--- config.mk ---
export PLATFORM = sky130hd
export DESIGN_NAME = dmem_arbiter
export DESIGN_NICKNAME = d
export VERILOG_FILES = /design/src/rtl/dmem_arbiter.sv
export SDC_FILE = /design/constraint.sdc
export NUM_CORES = 1
export LEC_CHECK = 0
export CAP_MARGIN = 20
export CORE_MARGIN = 4
export CORE_UTILIZATION = 29
export DETAILED_ROUTE_END_ITERATION = 12
export PLACE_DENSITY_LB_ADDON = 0.3
export SLEW_MARGIN = 20
export SYNTH_ARGS = -nofsm -noshare
export SYNTH_HDL_FRONTEND = slang
export SYNTH_SLANG_ARGS = --single-unit
--- constraint.sdc ---
create_clock -name clock_i -period 1.62 [get_ports clock_i]
set_clock_uncertainty 0.1 [all_clocks]
set_input_delay 0.162 -clock clock_i [delete_from_list [all_inputs] [get_ports clock_i]]
set_output_delay 0.162 -clock clock_i [all_outputs]
set_load 0.01 [all_outputs]
--- src/rtl/dmem_arbiter.sv ---
// Two-port round-robin arbiter in front of a single synchronous dmem.
// One access at a time: IDLE -> ISSUE -> WAIT -> IDLE.
module dmem_arbiter #(
  parameter int ADDR_W = 12,
  parameter int DATA_W = 32
) (
  input  logic              clock_i,
  input  logic              reset_i,
  input  logic              req0_i,
  input  logic              req1_i,
  input  logic              wren0_i,
  input  logic              wren1_i,
  input  logic [ADDR_W-1:0] addr0_i,
  input  logic [ADDR_W-1:0] addr1_i,
  input  logic [DATA_W-1:0] wdata0_i,
  input  logic [DATA_W-1:0] wdata1_i,
  output logic              gnt0_o,
  output logic              gnt1_o,
  output logic              done0_o,
  output logic              done1_o,
  output logic [DATA_W-1:0] rdata0_o,
  output logic [DATA_W-1:0] rdata1_o,
  output logic              busy_o,
  output logic [ADDR_W-1:0] address_dmem_o,
  output logic [DATA_W-1:0] data_o,
  output logic              wren_o,
  input  logic [DATA_W-1:0] q_dmem_i
);

  localparam logic [1:0] S_IDLE  = 2'd0;
  localparam logic [1:0] S_ISSUE = 2'd1;
  localparam logic [1:0] S_WAIT  = 2'd2;

  logic [1:0]        state_q, state_d;
  logic              owner_q, owner_d;
  logic              last_q, last_d;
  logic              op_wr_q, op_wr_d;
  logic              wren_q, wren_d;
  logic [ADDR_W-1:0] addr_q, addr_d;
  logic [DATA_W-1:0] data_q, data_d;
  logic              done0_q, done0_d;
  logic              done1_q, done1_d;
  logic [DATA_W-1:0] rdata0_q, rdata0_d;
  logic [DATA_W-1:0] rdata1_q, rdata1_d;
  logic              win1;

  // Port 1 wins when alone, or on a tie when port 0 was served last.
  assign win1 = req1_i & (~req0_i | ~last_q);

  always_comb begin
    state_d  = state_q;
    owner_d  = owner_q;
    last_d   = last_q;
    op_wr_d  = op_wr_q;
    wren_d   = 1'b0;
    addr_d   = addr_q;
    data_d   = data_q;
    done0_d  = 1'b0;
    done1_d  = 1'b0;
    rdata0_d = rdata0_q;
    rdata1_d = rdata1_q;
    unique case (state_q)
      S_IDLE: begin
        if (req0_i | req1_i) begin
          state_d = S_ISSUE;
          owner_d = win1;
          last_d  = win1;
          op_wr_d = win1 ? wren1_i : wren0_i;
          wren_d  = op_wr_d;
          addr_d  = win1 ? addr1_i : addr0_i;
          data_d  = win1 ? wdata1_i : wdata0_i;
        end
      end
      S_ISSUE: state_d = S_WAIT;
      S_WAIT: begin
        state_d = S_IDLE;
        done0_d = ~owner_q;
        done1_d = owner_q;
        if (!op_wr_q) begin
          if (owner_q) rdata1_d = q_dmem_i;
          else         rdata0_d = q_dmem_i;
        end
      end
      default: state_d = S_IDLE;
    endcase
  end

  always_ff @(posedge clock_i) begin
    if (reset_i) begin
      state_q  <= S_IDLE;
      owner_q  <= 1'b0;
      last_q   <= 1'b1;
      op_wr_q  <= 1'b0;
      wren_q   <= 1'b0;
      addr_q   <= '0;
      data_q   <= '0;
      done0_q  <= 1'b0;
      done1_q  <= 1'b0;
      rdata0_q <= '0;
      rdata1_q <= '0;
    end else begin
      state_q  <= state_d;
      owner_q  <= owner_d;
      last_q   <= last_d;
      op_wr_q  <= op_wr_d;
      wren_q   <= wren_d;
      addr_q   <= addr_d;
      data_q   <= data_d;
      done0_q  <= done0_d;
      done1_q  <= done1_d;
      rdata0_q <= rdata0_d;
      rdata1_q <= rdata1_d;
    end
  end

  assign gnt0_o         = (state_q == S_ISSUE) & ~owner_q;
  assign gnt1_o         = (state_q == S_ISSUE) & owner_q;
  assign done0_o        = done0_q;
  assign done1_o        = done1_q;
  assign rdata0_o       = rdata0_q;
  assign rdata1_o       = rdata1_q;
  assign busy_o         = (state_q != S_IDLE);
  assign address_dmem_o = addr_q;
  assign data_o         = data_q;
  // Reset on the ISSUE edge must beat the dmem write.
  assign wren_o         = wren_q & ~reset_i;

endmodule

==> impl_metrics.toml <==
[clock_tree]
cts_buffers = 17
clk_latency_ns = 0.40
cts-root-buf = "clkbuf_16"
cts_num_sinks = 116
cts_htree_levels = 4
cts_hold_buf = 0
cts_tree = "done"
clockBufferDepth = 2
clk_pin_slew_worst_paths_ns = 0.06

[placement]
portBuffers = 239
gp_congestion = 0.800
dp.cells = 969
place_hpwl_um = 10700
place_area_mm2 = 0.00726

[drt]
drt-total-wl_um = 15300
drt-pass1-iter-count = 4
num_vias = 4793
drcViolationCount = 0
avgRoutedWirePerCell_um = 15.3
drt_iter0_markers = 216
drtAntennaViolNets = 0
vias_per_cell = 4.79

[timing]
drv_slew = 0
timing.fmax_mhz = 637
tightest_slew_ns = 0.433
finalSetupViolations = 0
period_needed_ns = 1.57
fin_setup_tns_ns = 0
hold_violations = 0
rsz0062_at_grt = "no"
relSlewSlack_pct = 71.2
fin_crit_sh_pct = 96.9

[setup_path]
path_buf_inv = 1
cp-end-kind = "primary output"
slowest_stage = "clkdlybuf4s50_1"
cpPeakStageDelay_ns = 0.58
crit_path_start_kind = "flip-flop"
required_ns = 1.36
crit_arrival_ns = 1.31
cp_max_fo = 2
path_cells = "clkdlybuf4s50_1"
critical-path-top-delay-family = "buffers and inverters"
critPathKind = "flip-flop to primary output"

[die]
start_util_pct = 29.7
pin_count = 240
dieArea_mm2 = 0.0176
fp.dieW_um = 133
die_h_um = 133
core_area_mm2 = 0.0152
rows = 45

[power_and_ir_drop]
power_density_mw_per_mm2 = 1060
vdd_ir_drop_max_v = 0.000676
power_mw = 8.34
p_leak_nw = 2.97

[synthesis]
synth.avg_cell_area_um2 = 7.99
synth_area_leaders = "dfxtp_1 (51%), nand2_1 (18%), a21oi_1 (12%)"
yosysTopAreaCellShare_pct = 51.4
synthDistinctLibCells = 27
yosysTopAreaCell = "dfxtp_1"
synth_nets = 691
syn_area_mm2 = 0.00451
synthCells = 565
ys_ff_latch = 116
synth_warnings = 0
ys_seq_area_share_pct = 51.4

[finish]
drive_gt1_share_pct = 8.24
final_cell_mix = "clkdlybuf4s50_1 (225), nand2_1 (217), dfxtp_1 (114)"
fill_cells = 1516
syn2layout_area_growth_pct = 74.4
final_nets = 926
multi_input_area_mm2 = 0.00197
final_cell_area_mm2 = 0.00787
final_common_cell = "clkdlybuf4s50_1"
diodes = 0
seq_area_mm2 = 0.00232
final_cells = 1001

[global_routing]
gr-total-overflow = 0
grt_pass1_wl_um = 23700
grt_max_degree = 87
first_global_vias = 4581
antenna_found_initial = 0
grt.total_usage_pct = 16.8

[job]
drv_cap = 0

[hold_path]
hp-class = "input port to flip-flop"

[run_status]
outcome = "completed"
registers in the layout, summed over array words and instances (netlist names):
| register | flops |
|---|---|
| done0_o | 1 |
| done1_o | 1 |
| data_o | 32 |
| state_q | 2 |
| last_q | 1 |
| wren_q | 1 |
| rdata1_o | 32 |
| address_dmem_o | 12 |
| owner_q | 1 |
| rdata0_o | 32 |
| op_wr_q | 1 |
metal layers:
layer	track usage, %	part of all wire [%]	up-vias
li1	-	-	2407
met1	19.7	43	2180
met2	26.9	46	191
met3	7.83	9.7	15
met4	6.06	1.5	0
met5	0	0	-
repair_timing:
item / CTS / global route
gates resized for setup: 6 / 13
setup buffers: 0 / 0
setup endpoints to repair: 5 / 11
hold endpoints to repair: 0 / 0
synthesized netlist by cell type:
| cell | instances |
|---|---|
| a21oi_1 | 110 |
| a21boi_2 | 1 |
| nand3b_1 | 1 |
| buf_2 | 32 |
| buf_6 | 3 |
| nor4bb_1 | 1 |
| a211oi_1 | 1 |
| nor4b_2 | 1 |
| or2_1 | 1 |
| a21bo_1 | 1 |
| nand3_1 | 1 |
| nand4bb_1 | 1 |
| nor2b_1 | 1 |
| a311oi_1 | 44 |
| or4b_1 | 1 |
| nor2_1 | 5 |
| inv_1 | 1 |
| nor2_2 | 2 |
| nand2b_1 | 1 |
| clkbuf_1 | 16 |
| mux2i_1 | 1 |
| nand2_1 | 217 |
| o21ai_0 | 2 |
| inv_2 | 1 |
| nor4b_1 | 2 |
| nor3_1 | 1 |
| dfxtp_1 | 116 |
cells by family after synthesis:
family,Yosys count,share of synthesized area [%]
compound gates,159,21.6
mux,1,0.222
buf+inv,53,5.79
simple gates,236,21.0
flops,116,51.4
cell type report:
cell class,instances,share of cell area (%)
clock buffers,22,5.90
clock inverters,10,1.65
inverters,2,0.0954
multi-input cells,396,25.1
flip-flops and latches,116,29.5
well taps,188,2.99
repair buffers,267,34.8
metrics by stage:
stage | hold slack (ns) | util [%] | setup slack, ns
5_1_grt | 0.212 | 51.8 | 0.00129
2_1_floorplan | 0.198 | - | 0.165
3_3_place_gp | 0.341 | 47.8 | -0.0696
3_5_place_dp | 0.345 | 47.8 | -0.130
4_1_cts | 0.193 | 51.6 | 0.00683
6_report | 0.175 | 51.8 | 0.0502
worst paths after layout:
kind	startpoint	end	slack, ns	depth (start not counted)
max	address_dmem_o[8]	address_dmem_o[8]	0.05	1
min reg2reg	rdata0_o[0]	rdata0_o[0]	0.35	2
max reg2reg	state_q[1]	rdata0_o[17]	0.14	4
min	reset_i	rdata0_o[7]	0.18	3
power by group:
| group | switching, mW | internal [mW] |
|---|---|---|
| logic | 0.639 | 0.810 |
| registers | 0.0947 | 3.03 |
| clock network | 1.28 | 2.48 |
| total | 2.01 | 6.33 |
Note: power is estimated with default switching activity, not from simulation.
